File: config.mk
export PLATFORM = sky130hd
export DESIGN_NAME = uart_cmd_parser
export DESIGN_NICKNAME = d
export VERILOG_FILES = /design/src/rtl/uart_cmd_parser.sv
export SDC_FILE = /design/constraint.sdc
export NUM_CORES = 1
export LEC_CHECK = 0
export ABC_AREA = 1
export ABC_CLOCK_PERIOD_IN_PS = 4050
export CORE_ASPECT_RATIO = 0.8
export CORE_MARGIN = 5
export CORE_UTILIZATION = 25
export CTS_CLUSTER_DIAMETER = 30
export DETAILED_ROUTE_END_ITERATION = 8
export SYNTH_ARGS = -nofsm -noshare
export SYNTH_HDL_FRONTEND = slang
export SYNTH_SLANG_ARGS = --single-unit
File: constraint.sdc
create_clock -name clk_100MHz -period 4.05 [get_ports clk_100MHz]
set_input_delay 1.0125 -clock clk_100MHz [delete_from_list [all_inputs] [get_ports clk_100MHz]]
set_output_delay 1.0125 -clock clk_100MHz [all_outputs]
set_load 0.1 [all_outputs]
File: src/rtl/uart_cmd_parser.sv
// Frames bytes popped from the UART RX FIFO into SYNC/OP/ARG/CHK packets and
// presents good commands on a valid/ready port; bad or stalled frames are counted.
module uart_cmd_parser #(
    parameter logic [7:0] SYNC_BYTE      = 8'hA5,
    parameter int         TIMEOUT_CYCLES = 1_000_000,
    parameter int         ERR_W          = 8
) (
    input  logic             clk_100MHz,
    input  logic             reset,
    input  logic             rx_empty,
    input  logic [7:0]       read_data,
    output logic             read_uart,
    output logic             cmd_valid,
    input  logic             cmd_ready,
    output logic [7:0]       cmd_op,
    output logic [7:0]       cmd_arg,
    output logic             frame_err,
    output logic [ERR_W-1:0] err_count
);

    localparam int             CNT_W   = $clog2(TIMEOUT_CYCLES + 1);
    localparam logic [CNT_W-1:0] TO_LAST = CNT_W'(TIMEOUT_CYCLES - 1);

    typedef enum logic [2:0] {
        S_HUNT    = 3'd0,
        S_GET_OP  = 3'd1,
        S_GET_ARG = 3'd2,
        S_GET_CHK = 3'd3,
        S_OUT     = 3'd4
    } state_t;

    function automatic logic [7:0] frame_chk(input logic [7:0] s, input logic [7:0] o,
                                             input logic [7:0] a);
        return s ^ o ^ a;
    endfunction

    state_t           r_state;
    state_t           w_state_nxt;
    logic             r_pop_d;
    logic [7:0]       r_op;
    logic [7:0]       r_arg;
    logic [CNT_W-1:0] r_to_cnt;
    logic             r_cmd_valid;
    logic [7:0]       r_cmd_op;
    logic [7:0]       r_cmd_arg;
    logic             r_frame_err;
    logic [ERR_W-1:0] r_err_count;

    logic w_in_frame;
    logic w_nxt_in_frame;
    logic w_pop;
    logic w_chk_ok;
    logic w_timeout;
    logic w_bad_chk;
    logic w_drop;
    logic w_accept;

    // The pop_d gap gives the FIFO empty flag a cycle to settle after each pop.
    assign w_in_frame     = (r_state == S_GET_OP) || (r_state == S_GET_ARG) ||
                            (r_state == S_GET_CHK);
    assign w_nxt_in_frame = (w_state_nxt == S_GET_OP) || (w_state_nxt == S_GET_ARG) ||
                            (w_state_nxt == S_GET_CHK);
    assign w_pop          = reset && (w_in_frame || (r_state == S_HUNT)) &&
                            !rx_empty && !r_pop_d;
    assign w_chk_ok       = (read_data == frame_chk(SYNC_BYTE, r_op, r_arg));
    assign w_timeout      = w_in_frame && !w_pop && (r_to_cnt >= TO_LAST);
    assign w_bad_chk      = (r_state == S_GET_CHK) && w_pop && !w_chk_ok;
    assign w_drop         = w_bad_chk || w_timeout;
    assign w_accept       = r_cmd_valid && cmd_ready;

    assign read_uart = w_pop;
    assign cmd_valid = r_cmd_valid;
    assign cmd_op    = r_cmd_op;
    assign cmd_arg   = r_cmd_arg;
    assign frame_err = r_frame_err;
    assign err_count = r_err_count;

    // State register.
    always_ff @(posedge clk_100MHz) begin
        if (!reset) begin
            r_state <= S_HUNT;
        end else begin
            r_state <= w_state_nxt;
        end
    end

    // Next-state decode; a SYNC byte inside a frame is plain data.
    always_comb begin
        w_state_nxt = r_state;
        case (r_state)
            S_HUNT: begin
                if (w_pop && (read_data == SYNC_BYTE)) w_state_nxt = S_GET_OP;
                else                                   w_state_nxt = S_HUNT;
            end
            S_GET_OP: begin
                if (w_pop)          w_state_nxt = S_GET_ARG;
                else if (w_timeout) w_state_nxt = S_HUNT;
                else                w_state_nxt = S_GET_OP;
            end
            S_GET_ARG: begin
                if (w_pop)          w_state_nxt = S_GET_CHK;
                else if (w_timeout) w_state_nxt = S_HUNT;
                else                w_state_nxt = S_GET_ARG;
            end
            S_GET_CHK: begin
                if (w_pop)          w_state_nxt = w_chk_ok ? S_OUT : S_HUNT;
                else if (w_timeout) w_state_nxt = S_HUNT;
                else                w_state_nxt = S_GET_CHK;
            end
            S_OUT: begin
                if (w_accept) w_state_nxt = S_HUNT;
                else          w_state_nxt = S_OUT;
            end
            default: w_state_nxt = S_HUNT;
        endcase
    end

    // Datapath: byte latches, command output, timeout timer and error counter.
    always_ff @(posedge clk_100MHz) begin
        if (!reset) begin
            r_pop_d     <= 1'b0;
            r_op        <= 8'h00;
            r_arg       <= 8'h00;
            r_to_cnt    <= '0;
            r_cmd_valid <= 1'b0;
            r_cmd_op    <= 8'h00;
            r_cmd_arg   <= 8'h00;
            r_frame_err <= 1'b0;
            r_err_count <= '0;
        end else begin
            r_pop_d     <= w_pop;
            r_frame_err <= w_drop;
            if (w_drop && (r_err_count != {ERR_W{1'b1}})) begin
                r_err_count <= r_err_count + ERR_W'(1);
            end
            if ((r_state == S_GET_OP) && w_pop) begin
                r_op <= read_data;
            end
            if ((r_state == S_GET_ARG) && w_pop) begin
                r_arg <= read_data;
            end
            if ((r_state == S_GET_CHK) && w_pop && w_chk_ok) begin
                r_cmd_valid <= 1'b1;
                r_cmd_op    <= r_op;
                r_cmd_arg   <= r_arg;
            end else if (w_accept) begin
                r_cmd_valid <= 1'b0;
            end
            // A pop loads 1 so the drop pulse lands TIMEOUT_CYCLES cycles after it.
            if (!w_nxt_in_frame) begin
                r_to_cnt <= '0;
            end else if (w_pop) begin
                r_to_cnt <= CNT_W'(1);
            end else begin
                r_to_cnt <= r_to_cnt + CNT_W'(1);
            end
        end
    end

endmodule
==> results of run 1 <==
## placed cells by master (no fill, tap or decap), types with 2 or more instances in the layout
cell type        synthesis  routed
clkbuf_16                0       9
nor3_1                   7       7
xor2_1                  17      17
xnor2_1                  8       8
ha_1                     2       2
nand4_1                  8       8
o21ai_0                 34      34
inv_2                    2       2
nand2_1                 83      83
clkinvlp_4               0       2
nand2_2                  3       3
bufinv_16                0       2
nor2_2                  11      11
nor2_1                  33      33
buf_4                    0       3
nand3b_1                 2       2
dfxtp_1                 66      66
a21oi_1                 46      46
nand3_1                 28      28
clkdlybuf4s50_1          0      37
inv_1                   60      60
nor2_4                   2       2
clkbuf_8                 0       2
nor3_2                   2       2
nand3_4                  2       2
## cell type report
| cell class | instances | area (um2) | share of cell area [%] |
|---|---|---|---|
| Timing Repair Buffer | 41 | 413 | 10.3 |
| Inverter | 63 | 236 | 5.88 |
| Clock inverter | 4 | 75.1 | 1.87 |
| Multi-Input combinational cell | 291 | 1510 | 37.5 |
| Tap cell | 171 | 214 | 5.32 |
| Sequential cell | 66 | 1320 | 32.9 |
| Clock buffer | 11 | 253 | 6.29 |
## metal layers
layer,vias up,wire [um],track usage [%],share of wire (%)
li1,1452,-,-,-
met1,1278,3560,13.3,49
met2,67,3170,16.3,44
met3,8,411,3.66,5.7
met4,0,131,4.53,1.8
met5,-,0,0,0
## worst max-delay path by stage
stage | start | end | slack, ns | depth (start not counted)
6_report | rx_empty | read_uart | 0.91 | 5
5_1_grt | rx_empty | read_uart | 0.81 | 5
2_1_floorplan | rx_empty | read_uart | 1.30 | 3
3_3_place_gp | rx_empty | read_uart | 0.90 | 5
3_5_place_dp | read_data[1] | cmd_arg[4]$_SDFFE_PN0P_ | 0.86 | 10
4_1_cts | rx_empty | read_uart | 0.89 | 5
## worst max-delay path: stages
cell and delay [ns]:
clkdlybuf4s50_1 0.40, nor2_1 0.18, nand3_4 0.19, inv_2 0.15
buf_12 0.18
## kinds of logic after synthesis
group,synth area share [%]
DFF,42.3
buffers and inverters,9.38
and+or+nand+nor,27.1
xor gates and xnor gates,7.01
AOI/OAI and AO/OA,13.3
adders and majority gates,0.801
## flip-flops by register name, indices dropped and copies added, names as in the netlist
| signal | count |
|---|---|
| r_pop_d | 1 |
| r_arg | 8 |
| r_to_cnt | 20 |
| r_op | 8 |
| err_count | 8 |
| frame_err | 1 |
| cmd_op | 8 |
| cmd_valid | 1 |
| r_state | 3 |
| cmd_arg | 8 |
## per-stage QoR
step | utilization, % | worst slack (ns) | total power (W)
2_1_floorplan | - | 1.30 | 0.000692
3_3_place_gp | 30.2 | 0.898 | 0.000715
3_5_place_dp | 30.2 | 0.859 | 0.000716
4_1_cts | 32.9 | 0.892 | 0.00157
5_1_grt | 32.9 | 0.811 | 0.00160
6_report | 32.9 | 0.908 | 0.00154
## power by group
| group | switching (W) | leakage, nW | total [W] | internal, W |
|---|---|---|---|---|
| clock network | 0.000270 | 0.154 | 0.000839 | 0.000568 |
| registers | 0.000000210 | 0.531 | 0.000651 | 0.000650 |
| logic | 0.0000317 | 0.769 | 0.0000516 | 0.0000199 |
| total | 0.000302 | 1.45 | 0.00154 | 0.00124 |
==> run metrics, run 1 <==
status completed; RR Endpoint err_count[4]$_SDFFE_PN0P_; Fin Clk Skew 0.00731 ns; Num Clock Sinks 66; Max FO, Critical Path 10; clock-pin slew on the worst setup and hold paths 0.05 ns; EDFF count, synth 0; die area 0.0148 mm2; fmax 318 MHz; area leader, netlist dfxtp_1; min-delay src cmd_arg[5]$_SDFFE_PN0P_; Max Cap Viol 0; # rows 36; H-tree depth 3; Cells after Synth 430; final setup vio count 0; Syn Nets 444; pin slew with the least headroom to its limit 0.995 ns; Unique masters post-synth 27; ys async rst share 0%; pwr dens 383 mW/mm2; Ant. Diodes 0; Residual DRC 0; Area after DPL 0.00369 mm2; synth cell count leaders 83 x nand2_1, 66 x dfxtp_1, 60 x inv_1, 46 x a21oi_1, 34 x o21ai_0; Clock Tree Buf Depth 2; sequential area share after synthesis 42.3%; area share of the largest cell type after synthesis 42.3%; die width 135 um; R2R setup slack 1.94 ns; Mapped Area 0.00312 mm2; CTS resizes 0; layout cells sized above 1 8.82%; gr usage total 10.5%; fin crit share 77.6%; Static Leak 1.45 nW; Worst-Skew Late Latency 0.33 ns; via count 2805; Warnings, synthesis 0; grt ovf 0; worst reg2reg path depth 12; FF-to-FF Start r_to_cnt[0]$_SDFF_PN0_; worst vdd ir 204 uV; startpoint types input port; CTS tree built; Crit Path Class input port to output port; setup TNS 0 ns; CP required 3.04 ns; CP arrival 2.13 ns; gpl congestion 0.780; CP Capture Type output port; max_slew headroom 33.5%; Total Wirelength 7270 um; Post-Place Cells 632; initial antenna violation count 0; core footprint 0.0122 mm2; hold slack final 0.443 ns; Hold Path Depth 2; RSZ-0062 raised after global routing false; top-count cell post-synth nand2_1; Initial Utilization 25.6%; Final ANT Viol Nets 0; hpwl dp 5290 um; Num CTS Buffers 9; final std cells w/o fill 647; # fillers 1307; vias in the first global route 2652; Ports 39; Port Buf Inserts 38; final hold violation count 0; Post-CTS Setup Bufs 0; drt wl/cell 11.2 um; CTS hold repair buffers 0; Die Ht 110 um; worst hold endpoint cmd_arg[5]$_SDFFE_PN0P_; worst min path class flop to flop; largest cells by area after synthesis dfxtp_1 42%, nand2_1 10%, a21oi_1 7.4%; initial drt markers 143; Final Cell Area 0.00402 mm2; Tmin final 3.14 ns; Slew Viols, Final 0; #FFs+latches synth 66; Layout area overhead 28.8%; first-pass GRT wire length 12300 um; CTS root buf clkbuf_16; Pre-antenna DRT Iters 5; Synth Flop Type dfxtp_1; Mapped Avg Cell Area 7.26 um2; nets 486; DR vias/cell 4.34; largest net degree at the start of global routing 39
(Power assumes the default switching activity.)
==> run 2, diff against run 1 <==
ABC_CLOCK_PERIOD_IN_PS = 2850   (was 4050)
clock period = 2.85 ns   (was 4.05 ns; I/O delays follow)
==> run 2 against run 1 <==
  * Cell area is 0.87% lower
  * Highest routed layer unchanged
  * Largest cell class unchanged
  * Wire length shrank 2.4%
  * Register-to-register slack got worse by 1.1 ns
  * Combinational power rose by 39%
  * Sequential power up 42%
  * Flip-flop and latch count unchanged
  * First-iteration DRC count grew 0.70%
  * Core utilization is 0.29 points lower
  * Power grew 47%
  * Non-clock buffer count rose by 2
  * Critical path type unchanged
  * Die area is the same
  * Worst setup slack worse by 0.58 ns
==> run metrics, run 2 (synthesis gave the netlist of run 1 again) <==
status completed; commonest cells after routing, fill and taps aside 83 x nand2_1, 66 x dfxtp_1, 60 x inv_1; pin slew with the least headroom to its limit 0.363 ns; Pre-antenna DRT Iters 4; Initial Utilization 25.6%; Static Leak 1.52 nW; H-tree depth 3; Num Clock Sinks 66; vias in the first global route 2652; Top reg by flops r_to_cnt; first-pass GRT wire length 12200 um; fin crit share 88.6%; CTS root buf clkbuf_16; clock-pin slew on the worst setup and hold paths 0.06 ns; Worst-Skew Late Latency 0.32 ns; DR vias/cell 4.29; CTS hold repair buffers 0; via count 2791; Worst Setup SP rx_empty; Max FO, Critical Path 10; CP Capture Type output port; die width 135 um; Final Util 32.6%; Seq pwr share 40.9%; final std cells w/o fill 650; gr usage total 10.2%; Max Cap Viol 0; worst min path class flop to flop; Net Sw Frac 20.0%; CP arrival 1.81 ns; crit path capture read_uart; # fillers 1295; CTS resizes 0; Bufs and invs on worst path 3; grt ovf 0; worst vdd ir 241 uV; Total Wirelength 7090 um; Layout area overhead 27.7%; R2R setup slack 0.80 ns; commonest non-fill, non-tap cell in the layout nand2_1; largest net degree at the start of global routing 39; Ant. Diodes 0; Slew Viols, Final 0; layout cells sized above 1 14.6%; Largest register FFs 20; setup TNS 0 ns; combinational power share 3.2%; hold slack final 0.444 ns; drt wl/cell 10.9 um; Critical Path Max Stage Delay 0.40 ns; final setup vio count 0; P_sw 0.000452 W; FF-to-FF Start r_to_cnt[0]$_SDFF_PN0_; RR Endpoint r_to_cnt[7]$_SDFF_PP0_; Num CTS Buffers 9; worst reg2reg path depth 12; die area 0.0148 mm2; Post-Place Cells 634; Area after DPL 0.00364 mm2; RSZ-0062 raised after global routing false; core footprint 0.0122 mm2; Fin Clk Skew 0.00748 ns; Top delay family on crit path buffers and inverters; # rows 36; Clock Tree Buf Depth 2; nets 488; Residual DRC 0; startpoint types input port; final hold violation count 0; Tmin final 2.53 ns; Post-CTS Setup Bufs 0; worst-path cell chain clkdlybuf4s50_1, nor2_1, nand3_4, inv_2, buf_12; crit path max-delay cell type clkdlybuf4s50_1; Port Buf Inserts 38; Final Cell Area 0.00399 mm2; CTS tree built; clock share of power 56.0%; CP Depth 5; hpwl dp 5220 um; max_slew headroom 75.7%; Ports 39; fmax 396 MHz; initial antenna violation count 0; Die Ht 110 um; gpl congestion 0.794; CP required 2.14 ns; Pint 0.00181 W; Final ANT Viol Nets 0; Crit Path Class input port to output port; initial drt markers 144; pwr dens 567 mW/mm2
==> run 2: area by class of cell <==
class                   instances  area (um2)  share of cell area [%]
inverters                      63         236                    5.93
multi-input cells             291        1510                    37.8
flip-flops and latches         66        1320                    33.2
clock inverters                 6         114                    2.86
well taps                     171         214                    5.37
repair buffers                 43         363                    9.11
clock buffers                  10         229                    5.75
==> run 2: how the worst min path moves through the flow <==
stage | start | end | slack (ns) | depth (start not counted)
after CTS | cmd_op[2]$_SDFFE_PN0P_ | cmd_op[2]$_SDFFE_PN0P_ | 0.45 | 2
final | cmd_op[2]$_SDFFE_PN0P_ | cmd_op[2]$_SDFFE_PN0P_ | 0.44 | 2
after global placement | cmd_arg[1]$_SDFFE_PN0P_ | cmd_arg[1]$_SDFFE_PN0P_ | 0.44 | 2
after floorplan | r_op[5]$_SDFFE_PN0P_ | r_op[5]$_SDFFE_PN0P_ | 0.45 | 2
after detailed placement | cmd_op[2]$_SDFFE_PN0P_ | cmd_op[2]$_SDFFE_PN0P_ | 0.44 | 2
after global routing | cmd_arg[1]$_SDFFE_PN0P_ | cmd_arg[1]$_SDFFE_PN0P_ | 0.46 | 2
==> run 2: metrics by stage <==
step	power [W]	setup slack [ns]
floorplan	0.000983	0.464
detailed placement	0.00102	0.238
CTS	0.00229	0.294
global placement	0.00102	0.294
finish	0.00226	0.324
global route	0.00235	0.248
==> run 2: routing by layer <==
layer / wire length [um] / GRT usage (%)
met3: 284 / 2.79
met4: 74 / 4.39
met5: 0 / 0
met1: 3740 / 13.9
met2: 3000 / 15.1
==> run 2: worst reg2reg max path, delay by kind of cell (launching register included) <==
family / cells / cell delay, ns
adders and majority gates: 1 / 0.27
AOI/OAI and AO/OA: 1 / 0.17
and+or+nand+nor: 10 / 1.03
DFF: 1 / 0.46
==> run 2: power by group through the flow <==
stage          combinational, W  sequential [W]  clock (W)
2_1_floorplan         0.0000394        0.000944          0
3_3_place_gp          0.0000718        0.000944          0
3_5_place_dp          0.0000726        0.000944          0
4_1_cts               0.0000730        0.000924    0.00130
5_1_grt               0.0000811        0.000923    0.00135
6_report              0.0000718        0.000924    0.00127
==> run 3, diff against run 2 <==
ABC_CLOCK_PERIOD_IN_PS = 2200   (was 2850)
clock period = 2.2 ns   (was 2.85 ns; I/O delays follow)
==> run 3 against run 2 <==
  * Combinational power up 55%
  * Via count is 3.1% higher
  * Core utilization rose by 1.1 points
  * Critical path depth rose by 1
  * Wire length grew 5.1%
  * Clock power up 6%
  * Power rose by 18%
  * Critical path type unchanged
  * Critical endpoint unchanged
  * Largest power group unchanged
  * Highest routed layer unchanged
==> run metrics, run 3 (synthesis gave the netlist of run 1 again) <==
status completed; nets 510; Static Leak 1.61 nW; gpl congestion 0.809; Top reg by flops r_to_cnt; Num CTS Buffers 9; Placement Setup Slack -0.226 ns; Num Clock Sinks 66; met3 GRT Util 3.43%; RSZ-0062 raised after global routing false; vias in the first global route 2768; Port Buf Inserts 38; core footprint 0.0122 mm2; pwr dens 646 mW/mm2; worst min path class flop to flop; Residual DRC 0; CTS tree built; via count 2877; final std cells w/o fill 672; Total Wirelength 7460 um; Final ANT Viol Nets 0; CP Capture Type output port; drt wl/cell 11.1 um; Slew Viols, Final 0; Layout area overhead 31.9%; final hold violation count 0; layout cells sized above 1 19.8%; first-pass GRT wire length 12800 um; met1 usage 13.8%; final setup vio count 0; max_slew headroom 75.0%; CP required 1.65 ns; fmax 474 MHz; Ant. Diodes 0; die width 135 um; initial antenna violation count 0; Tmin final 2.11 ns; Post-Place Cells 655; CTS root buf clkbuf_16; Initial Utilization 25.6%; Fin Clk Skew 0.0106 ns; Worst-Skew Late Latency 0.33 ns; commonest cells after routing, fill and taps aside 83 x nand2_1, 62 x dfxtp_1, 60 x inv_1; Clock Tree Buf Depth 2; worst vdd ir 329 uV; hpwl dp 5600 um; grt ovf 0; CTS hold repair buffers 0; H-tree depth 3; Pre-antenna DRT Iters 5; Most Used Layer, Global Route met2; M2 GR Usage 17.1%; pin slew with the least headroom to its limit 0.373 ns; Max FO, Critical Path 3; die area 0.0148 mm2; Max Cap Viol 0; # rows 36; Crit Path Class input port to output port; gr usage total 10.7%; Largest register FFs 20; setup TNS 0 ns; largest net degree at the start of global routing 39; initial drt markers 174; fin crit share 95.9%; CP arrival 1.56 ns; clock-pin slew on the worst setup and hold paths 0.06 ns; Ports 39; final worst-path setup slack 0.0910 ns; commonest non-fill, non-tap cell in the layout nand2_1; Die Ht 110 um; startpoint types input port; DR vias/cell 4.28
==> run 3: layout make-up <==
| type | instances | area (um2) |
|---|---|---|
| multi-input cells | 291 | 1510 |
| well taps | 171 | 214 |
| flip-flops and latches | 66 | 1330 |
| repair buffers | 65 | 541 |
| inverters | 63 | 236 |
| clock inverters | 6 | 48.8 |
| fillers | 1270 | 8090 |
| clock buffers | 10 | 239 |
==> run 3: worst paths after layout <==
kind / startpoint / end / slack, ns / depth (start not counted)
hold / removal: cmd_arg[3]$_SDFFE_PN0P_ / cmd_arg[3]$_SDFFE_PN0P_ / 0.45 / 2
hold reg to reg: cmd_arg[3]$_SDFFE_PN0P_ / cmd_arg[3]$_SDFFE_PN0P_ / 0.45 / 2
setup / recovery: rx_empty / read_uart / 0.09 / 6
setup reg to reg: r_to_cnt[1]$_SDFF_PP0_ / r_to_cnt[5]$_SDFF_PP0_ / 0.21 / 13
==> run 3: worst max-delay path, cell delays in order <==
cell             delay [ns]
clkdlybuf4s50_1        0.41
nor2_2                 0.15
nand3_4                0.08
inv_2                  0.08
buf_4                  0.12
buf_12                 0.16
==> run 3: power by group <==
| group | leakage (nW) | switching [W] | internal (W) |
|---|---|---|---|
| registers | 0.534 | 0.000000466 | 0.00120 |
| clock network | 0.132 | 0.000551 | 0.000802 |
| logic | 0.940 | 0.0000602 | 0.0000508 |
==> run 3: through the flow <==
| stage | hold slack (ns) | total power [W] | utilization [%] | area [um2] |
|---|---|---|---|---|
| final | 0.446 | 0.00266 | 33.7 | 4120 |
| after detailed placement | 0.440 | 0.00133 | 31.3 | 3820 |
| after floorplan | 0.454 | 0.00127 | - | 3130 |
| after global routing | 0.464 | 0.00275 | 33.7 | 4120 |
| after CTS | 0.450 | 0.00269 | 33.7 | 4120 |
| after global placement | 0.438 | 0.00133 | 31.3 | 3820 |
==> run 3: timing repair <==
action	4_1_cts	5_1_grt
pin swaps	1	0
resized for setup	1	3
endpoints found under the setup margin	1	19
setup buffers	1	0
==> run 3: per-layer routing <==
metal / part of all wire (%) / vias up
met5: 0 / -
li1: - / 1507
met2: 45 / 58
met4: 1.2 / 0
met1: 49 / 1303
met3: 4.7 / 9
